File: src/rtl/keypad_entry_if.sv
// Keypad scanner interface: matrix lines plus the decoded entry outputs.
// The master side is the scanner; the slave side is the keypad/display.
interface keypad_entry_if;
  logic [3:0]  row;
  logic [3:0]  col;
  logic [11:0] value;
  logic        key_valid;
  logic [3:0]  key_code;
  logic        enter;
  logic        reject;

  modport master (
    input  row,
    output col, value, key_valid, key_code, enter, reject
  );

  modport slave (
    output row,
    input  col, value, key_valid, key_code, enter, reject
  );
endinterface

File: src/rtl/keypad_entry.sv
// 4x4 matrix keypad scanner with debounce and a decimal entry accumulator.
// It applies clear, backspace and enter keys, and refuses any digit that would overflow 4095.
module keypad_entry #(
  parameter int SCAN_DIV       = 100000,
  parameter int DEBOUNCE_SCANS = 4
) (
  input  logic           clk,
  input  logic           rst_n,
  keypad_entry_if.master kp
);

  localparam int CNT_W = (SCAN_DIV > 1) ? $clog2(SCAN_DIV) : 1;
  localparam int DB_W  = $clog2(DEBOUNCE_SCANS + 1);
  localparam logic [CNT_W-1:0] CNT_LAST  = CNT_W'(SCAN_DIV - 1);
  localparam logic [DB_W-1:0]  DB_TARGET = DB_W'(DEBOUNCE_SCANS);

  typedef enum logic [1:0] {
    ST_SCAN     = 2'd0,
    ST_DEBOUNCE = 2'd1,
    ST_PRESS    = 2'd2,
    ST_RELEASE  = 2'd3
  } state_t;

  function automatic logic [3:0] col_decode(input logic [1:0] idx);
    logic [3:0] res;
    res = 4'hF;
    res[idx] = 1'b0;
    return res;
  endfunction

  function automatic logic [1:0] low_index(input logic [3:0] rows);
    logic [1:0] res;
    res = 2'd0;
    for (int i = 3; i >= 0; i--) begin
      if (rows[i] == 1'b0) begin
        res = 2'(i);
      end else begin
        res = res;
      end
    end
    return res;
  endfunction

  // r0: 1 2 3 A; r1: 4 5 6 B; r2: 7 8 9 C; r3: * 0 # D
  function automatic logic [3:0] key_map(input logic [1:0] r, input logic [1:0] c);
    logic [3:0] res;
    case ({r, c})
      4'b00_00: res = 4'h1;
      4'b00_01: res = 4'h2;
      4'b00_10: res = 4'h3;
      4'b00_11: res = 4'hA;
      4'b01_00: res = 4'h4;
      4'b01_01: res = 4'h5;
      4'b01_10: res = 4'h6;
      4'b01_11: res = 4'hB;
      4'b10_00: res = 4'h7;
      4'b10_01: res = 4'h8;
      4'b10_10: res = 4'h9;
      4'b10_11: res = 4'hC;
      4'b11_00: res = 4'hE;
      4'b11_01: res = 4'h0;
      4'b11_10: res = 4'hF;
      4'b11_11: res = 4'hD;
      default:  res = 4'h0;
    endcase
    return res;
  endfunction

  state_t            state_q, state_d;
  logic [3:0]        row_meta_q, row_sync_q;
  logic [CNT_W-1:0]  scan_cnt_q, scan_cnt_d;
  logic [1:0]        col_idx_q, col_idx_d;
  logic [3:0]        col_q, col_d;
  logic [3:0]        cand_row_q, cand_row_d;
  logic [1:0]        cand_r_q, cand_r_d;
  logic [DB_W-1:0]   match_cnt_q, match_cnt_d;
  logic [11:0]       value_q, value_d;
  logic [3:0]        key_code_q, key_code_d;
  logic              key_valid_q, key_valid_d;
  logic              enter_q, enter_d;
  logic              reject_q, reject_d;

  logic              tick_s;
  logic              detect_s;
  logic              press_go_s;
  logic [1:0]        press_r_s;
  logic [3:0]        press_code_s;
  logic [DB_W-1:0]   match_inc_s;
  logic [15:0]       digit_sum_s;

  // Next-state, scan timing and entry arithmetic.
  always_comb begin
    state_d     = state_q;
    scan_cnt_d  = scan_cnt_q + CNT_W'(1);
    col_idx_d   = col_idx_q;
    cand_row_d  = cand_row_q;
    cand_r_d    = cand_r_q;
    match_cnt_d = match_cnt_q;
    value_d     = value_q;
    key_code_d  = key_code_q;
    key_valid_d = 1'b0;
    enter_d     = 1'b0;
    reject_d    = 1'b0;
    press_go_s  = 1'b0;
    press_r_s   = cand_r_q;

    tick_s      = (scan_cnt_q == CNT_LAST);
    detect_s    = (row_sync_q != 4'hF);
    match_inc_s = match_cnt_q + DB_W'(1);

    if (tick_s) begin
      scan_cnt_d = '0;
    end else begin
      scan_cnt_d = scan_cnt_q + CNT_W'(1);
    end

    case (state_q)
      ST_SCAN: begin
        if (tick_s && detect_s) begin
          cand_row_d  = row_sync_q;
          cand_r_d    = low_index(row_sync_q);
          press_r_s   = low_index(row_sync_q);
          match_cnt_d = DB_W'(1);
          if (DB_TARGET <= DB_W'(1)) begin
            press_go_s = 1'b1;
          end else begin
            state_d = ST_DEBOUNCE;
          end
        end else if (tick_s) begin
          col_idx_d = col_idx_q + 2'd1;
        end else begin
          state_d = ST_SCAN;
        end
      end
      ST_DEBOUNCE: begin
        if (tick_s && (row_sync_q == cand_row_q)) begin
          match_cnt_d = match_inc_s;
          if (match_inc_s >= DB_TARGET) begin
            press_go_s = 1'b1;
          end else begin
            state_d = ST_DEBOUNCE;
          end
        end else if (tick_s) begin
          state_d   = ST_SCAN;
          col_idx_d = col_idx_q + 2'd1;
        end else begin
          state_d = ST_DEBOUNCE;
        end
      end
      ST_PRESS: begin
        state_d     = ST_RELEASE;
        match_cnt_d = '0;
      end
      ST_RELEASE: begin
        // Any low row restarts the release count, so a held key never repeats.
        if (tick_s && !detect_s) begin
          if (match_inc_s >= DB_TARGET) begin
            state_d     = ST_SCAN;
            col_idx_d   = col_idx_q + 2'd1;
            match_cnt_d = '0;
          end else begin
            match_cnt_d = match_inc_s;
          end
        end else if (tick_s) begin
          match_cnt_d = '0;
        end else begin
          state_d = ST_RELEASE;
        end
      end
      default: begin
        state_d   = ST_SCAN;
        col_idx_d = 2'd0;
      end
    endcase

    press_code_s = key_map(press_r_s, col_idx_q);
    digit_sum_s  = ({4'd0, value_q} << 3) + ({4'd0, value_q} << 1) + {12'd0, press_code_s};

    if (press_go_s) begin
      state_d     = ST_PRESS;
      key_valid_d = 1'b1;
      key_code_d  = press_code_s;
      case (press_code_s)
        4'hA:    value_d = 12'd0;
        4'hB:    value_d = value_q / 12'd10;
        4'hC:    enter_d = 1'b1;
        4'hD, 4'hE, 4'hF: value_d = value_q;
        default: begin
          if (digit_sum_s <= 16'd4095) begin
            value_d = digit_sum_s[11:0];
          end else begin
            reject_d = 1'b1;
          end
        end
      endcase
    end else begin
      key_valid_d = 1'b0;
    end

    col_d = col_decode(col_idx_d);
  end

  // State, synchronizer and output registers.
  always_ff @(posedge clk) begin
    if (!rst_n) begin
      state_q     <= ST_SCAN;
      row_meta_q  <= 4'hF;
      row_sync_q  <= 4'hF;
      scan_cnt_q  <= '0;
      col_idx_q   <= 2'd0;
      col_q       <= 4'b1110;
      cand_row_q  <= 4'hF;
      cand_r_q    <= 2'd0;
      match_cnt_q <= '0;
      value_q     <= 12'd0;
      key_code_q  <= 4'd0;
      key_valid_q <= 1'b0;
      enter_q     <= 1'b0;
      reject_q    <= 1'b0;
    end else begin
      state_q     <= state_d;
      row_meta_q  <= kp.row;
      row_sync_q  <= row_meta_q;
      scan_cnt_q  <= scan_cnt_d;
      col_idx_q   <= col_idx_d;
      col_q       <= col_d;
      cand_row_q  <= cand_row_d;
      cand_r_q    <= cand_r_d;
      match_cnt_q <= match_cnt_d;
      value_q     <= value_d;
      key_code_q  <= key_code_d;
      key_valid_q <= key_valid_d;
      enter_q     <= enter_d;
      reject_q    <= reject_d;
    end
  end

  assign kp.col       = col_q;
  assign kp.value     = value_q;
  assign kp.key_valid = key_valid_q;
  assign kp.key_code  = key_code_q;
  assign kp.enter     = enter_q;
  assign kp.reject    = reject_q;

endmodule

File: src/flat_wrapper.sv
// flat-port wrapper written by rule: the top's interface ports become plain ports
module keypad_entry_flat 
#(
  parameter int SCAN_DIV       = 100000,
  parameter int DEBOUNCE_SCANS = 4
)
  (clk, rst_n, kp_row, kp_col, kp_value, kp_key_valid, kp_key_code, kp_enter, kp_reject);
  keypad_entry_if kp_i ();
  input  logic clk;
  input  logic rst_n;
  input wire logic [$bits(kp_i.row)-1:0] kp_row;
  output wire logic [$bits(kp_i.col)-1:0] kp_col;
  output wire logic [$bits(kp_i.value)-1:0] kp_value;
  output wire logic [$bits(kp_i.key_valid)-1:0] kp_key_valid;
  output wire logic [$bits(kp_i.key_code)-1:0] kp_key_code;
  output wire logic [$bits(kp_i.enter)-1:0] kp_enter;
  output wire logic [$bits(kp_i.reject)-1:0] kp_reject;
  assign kp_i.row = kp_row;
  assign kp_col = kp_i.col;
  assign kp_value = kp_i.value;
  assign kp_key_valid = kp_i.key_valid;
  assign kp_key_code = kp_i.key_code;
  assign kp_enter = kp_i.enter;
  assign kp_reject = kp_i.reject;
  keypad_entry #(.SCAN_DIV(SCAN_DIV), .DEBOUNCE_SCANS(DEBOUNCE_SCANS)) u_core (.clk(clk), .rst_n(rst_n), .kp(kp_i));
endmodule
File: config.mk
export PLATFORM = sky130hd
export DESIGN_NAME = keypad_entry_flat
export DESIGN_NICKNAME = d
export VERILOG_FILES = /design/src/rtl/keypad_entry_if.sv /design/src/rtl/keypad_entry.sv /design/src/flat_wrapper.sv
export SDC_FILE = /design/constraint.sdc
export NUM_CORES = 1
export LEC_CHECK = 0
export CAP_MARGIN = 20
export CORE_UTILIZATION = 36
export DETAILED_ROUTE_END_ITERATION = 10
export GPL_TIMING_DRIVEN = 0
export PLACE_DENSITY = 0.66
export SLEW_MARGIN = 20
export SYNTH_ARGS = -nofsm -noshare
export SYNTH_HDL_FRONTEND = slang
export SYNTH_SLANG_ARGS = --single-unit
File: constraint.sdc
create_clock -name clk -period 5.2 [get_ports clk]
set_clock_uncertainty 0.05 [all_clocks]
set_input_delay 1.04 -clock clk [delete_from_list [all_inputs] [get_ports clk]]
set_output_delay 1.04 -clock clk [all_outputs]
set_load 0.005 [all_outputs]
==> results.md <==
- The run finished with clean final reports.
- Power spread over the standard cell area amounts to 191.4 mW/mm^2.
- The kind of end point of the critical path is a flop.
- The source of the worst register-to-register timing path is u_core.scan_cnt_q[0].
- The most used flip-flop cell after synthesis is sky130_fd_sc_hd__dfxtp_1.
- Synthesis produced 556 cells.
- 29 I/O pins were placed.
- The total overflow left after global routing is 0.
- The die width is 113.2 microns.
- The actual slew at the worst max-slew pin is 0.7397 ns.
- The tool flagged a number of max-cap violations equal to 0.
- For this design, the CTS-stage hold fixing added 0 buffers.
- The area share of the largest cell type after synthesis is 0.2745.
- Across all hold checks on the routed design, the worst slack comes to 0.3544 ns.
- Of the total synthesized cell area, the portion taken by XOR and XNOR cells is 0.06102.
- Setup slack closes at 0.008856 ns.
- The average cell area after synthesis is 8.002 sq um.
- After floorplanning, the core was divided into 40 placement rows.
- The number of buffers on the longest clock path is 2.
- In this design, the largest share of critical-path delay is due to simple AND/OR/NAND/NOR gates.
- In this run, synthesis inferred 0 flip-flops with an integrated enable.
- Headroom to the max-slew limit came out at 0.5023.
- The number of antenna violations at the first check in global routing came to 0.
- The final hold violation count is 0.
- The fraction of final layout cells sized beyond drive strength 1 is 0.1653.
- The routed design has 11900 microns of wire.
- The critical path class is flop to flop.
- The maximum level of the CTS H-tree is 3.
- Timing analysis after detailed placement gives a worst setup slack of -0.6255 ns.
- The cell depth of the worst flop-to-flop path is 25.
- For flop-to-flop paths, the worst setup slack is 0.009 ns.
- The period utilization is 0.9983.
- The most common cell in the netlist is sky130_fd_sc_hd__nor2_1.
- In the routed design, unresolved DRC markers number 0.
- The TritonCTS clock tree is yes.
- Synthesis inferred 61 register bits.
- For this run, the register share of the synthesized area comes to 0.2745.
- The slowest stage cell on the critical path is sky130_fd_sc_hd__fa_1.
- In this run the most critical hold path is launched from u_core.row_meta_q[1].
- Yosys attributes the largest share of cell area to sky130_fd_sc_hd__dfxtp_1, sky130_fd_sc_hd__ha_1, sky130_fd_sc_hd__nor2_1.
- The vias per cell is 5.576.
- The reported leakage power is 2.241 nW.
- The number of global-route vias before repair is 4254.
- The number of library cell types mapped by synthesis is 73.
- The fill cell total of the finished layout is 1147.
- Summing all non-filler instances in the final layout gives an area of 0.005593 sq mm.
- The source-to-sink clock delay at the later pin of the worst-skew pair is 0.33 ns.
- Summing all multi-input logic gate instances after layout gives 0.003128 sq mm.
- In this run, the number of DRC markers left after iteration 0 of detailed routing was 301.
- The sum of net half-perimeters after detailed placement is 8262 microns.
- For this run, the top clock speed supported by timing is 192.6 MHz.
- The yosys synthesis warning count is 0.
- The cell at the root of the clock tree is sky130_fd_sc_hd__clkbuf_16.
- The tightest min-delay check is of the flop to flop type.
- The initial utilization of the core area, before any placement, comes to 0.3704.
- The total count of max-transition violations in the final report is 0.
- After synthesis, the share of flip-flops with an asynchronous set or reset is 0.
- The largest fanout of any net on the critical path is 6.
- The clock sink count is 61.
- The post-synthesis to final-layout area growth is 25.70%.
- In this run, CTS created clock tree buffers numbering 9.
- Setup violations remaining at the end of the flow were counted as 0.
- The average wire per cell in the routed design is 15.34 microns.
- The kind of start point of the critical path is a flop.
- The path with the worst hold slack has its endpoint at u_core.row_sync_q[1].
- The wire length of the first global-routing pass is 19800 microns.
- The final estimated routing congestion in global placement is 0.8914.
- The endpoint of the lowest-slack register-to-register path is u_core.kp.value[9].
- The final critical path time including I/O delays and setup is 5.191 ns.
- The first TritonRoute pass finished after 5 iterations.
- Synthesis produced a netlist with a net count of 593.
- The number of antenna diodes in the final layout is 0.
- The largest family of logic cells by synthesized area is simple AND/OR/NAND/NOR gates.
- STA puts the critical path data arrival time at 5.40 ns.
- At the worst endpoint, the required time is 5.40 ns.
- For this run, the share of the core covered by cells in the final layout is 0.4656.
- The total core area is 0.01201 sq mm.
- For this run, the total global-route usage over all layers was measured as 0.1904.
- Entering global routing, the biggest net connects 12 pins.
- The die is 113.2 microns tall.
- The mux cell area share after synthesis is 0.05484.
- The biggest area contributor in the post-synthesis netlist is sky130_fd_sc_hd__dfxtp_1.
- The largest stage delay on the critical path is 0.50 ns.
- The post-synthesis instance area is 0.004449 sq mm.
- Once detail routing completed, the nets flagged for antenna violations numbered 0.
- The combined buffer and inverter count along the critical path is 3.
- Counting stages on the worst path, the most repeated cell is sky130_fd_sc_hd__o21ai_2.
- Setup repair after global routing could not meet its margin everywhere.
- The commonest cells after synthesis are sky130_fd_sc_hd__nor2_1, sky130_fd_sc_hd__dfxtp_1, sky130_fd_sc_hd__nand2_1, sky130_fd_sc_hd__a21oi_1, sky130_fd_sc_hd__ha_1.
- The clock transition at the registers of the reported paths is 0.06 ns.
- Across the whole layout, storage elements account for 0.001226 sq mm.
- The net count of the finished layout is 661.
- The share of the synthesized area in compound gates (AO/OA/AOI/OAI) is 0.2042.
- Of the total synthesized cell area, the portion taken by full adders, half adders and majority gates is 0.09055.
- The count of buffers added on input and output ports is 27.
- The instance area at placement is 0.004950 sq mm.
- The total die area is 0.01281 sq mm.
- Of the total synthesized cell area, the portion taken by AND, OR, NAND and NOR gates is 0.2579.
- The number of stages on the worst hold path is 1.
- Detailed routing inserted a total of 4327 vias.
- Across the VDD grid, the largest voltage drop is 190.8 uV.
## logic make-up (layout without fill, tap and decap cells)
| kind of cell | count (synthesis) | count (layout) |
|---|---|---|
| adder cells (fa/ha/maj) | 31 | 31 |
| XOR/XNOR | 31 | 31 |
| AO/OA/AOI/OAI | 133 | 133 |
| buffers and inverters | 57 | 130 |
| flip-flops | 61 | 61 |
| AND/OR/NAND/NOR | 220 | 220 |
| multiplexers | 23 | 23 |
## registers in the layout, indices dropped and copies added (netlist names), 3 cells and up
signal,count
u_core.kp.key_code,4
u_core.row_meta_q,4
u_core.row_sync_q,4
u_core.cand_row_q,4
u_core.kp.col,4
u_core.kp.value,12
u_core.scan_cnt_q,17
u_core.match_cnt_q,3
## through the flow
step / power [mW] / TNS (ns) / cells
after floorplan: 0.5040 / 0 / 556
after global placement: 0.5129 / -5.742 / 730
after detailed placement: 0.5136 / -6.722 / 730
after CTS: 1.077 / 0 / 763
after global routing: 1.102 / -3.367 / 776
final: 1.071 / 0 / 776
## how the worst max path moves through the flow
stage	start	end	cells past startpoint
3_5_place_dp	u_core.scan_cnt_q[0]	u_core.kp.value[9]	26
5_1_grt	u_core.scan_cnt_q[0]	u_core.kp.value[10]	26
3_3_place_gp	u_core.scan_cnt_q[0]	u_core.kp.value[11]	24
4_1_cts	u_core.scan_cnt_q[0]	u_core.kp.value[9]	26
2_1_floorplan	u_core.scan_cnt_q[0]	u_core.kp.value[9]	26
6_report	u_core.scan_cnt_q[0]	u_core.kp.value[9]	25
## report_power, final
group | internal, mW | switching, mW
Combinational | 0.0133 | 0.0187
Clock | 0.347 | 0.215
Sequential | 0.473 | 0.00397
## timing repair
item	CTS	global route
pin swaps	17	23
gates resized for setup	14	17
buffers inserted	17	14
endpoints found under the setup margin	13	12
## routing by layer
metal | wire, microns | track usage | up-vias
met5 | 0 | 0 | -
met4 | 251 | 0.06579 | 0
met3 | 466 | 0.03856 | 30
met2 | 5887 | 0.3468 | 128
met1 | 5295 | 0.2205 | 2041
li1 | - | - | 2128
## placed cells by master, fill, tap and decap left out, drive strengths merged, types with 5 or more instances in the layout
cell	synthesis	layout
nor2	62	62
dfxtp	61	61
nand2	46	46
buf	13	44
a21oi	36	36
clkbuf	21	31
ha	29	29
o21ai	29	29
clkdlybuf4s50	0	27
inv	23	23
xnor2	19	19
nand2b	18	18
mux2i	18	18
nand3	18	18
nor3	13	13
xor2	12	12
or3	9	9
nand4	8	8
a21boi	8	8
nor2b	8	8
and2	6	6
and3	6	6
o211ai	5	5
nor3b	5	5
mux2	5	5
## layout make-up
class | instances | area share
multi-input cells | 438 | 0.5593
plain buffers | 33 | 0.03177
well taps | 147 | 0.03289
clock buffers | 11 | 0.04519
inverters | 23 | 0.01544
clock inverters | 5 | 0.006264
flip-flops and latches | 61 | 0.2192
repair buffers | 58 | 0.08993
Note: power is estimated with default switching activity, not from simulation.
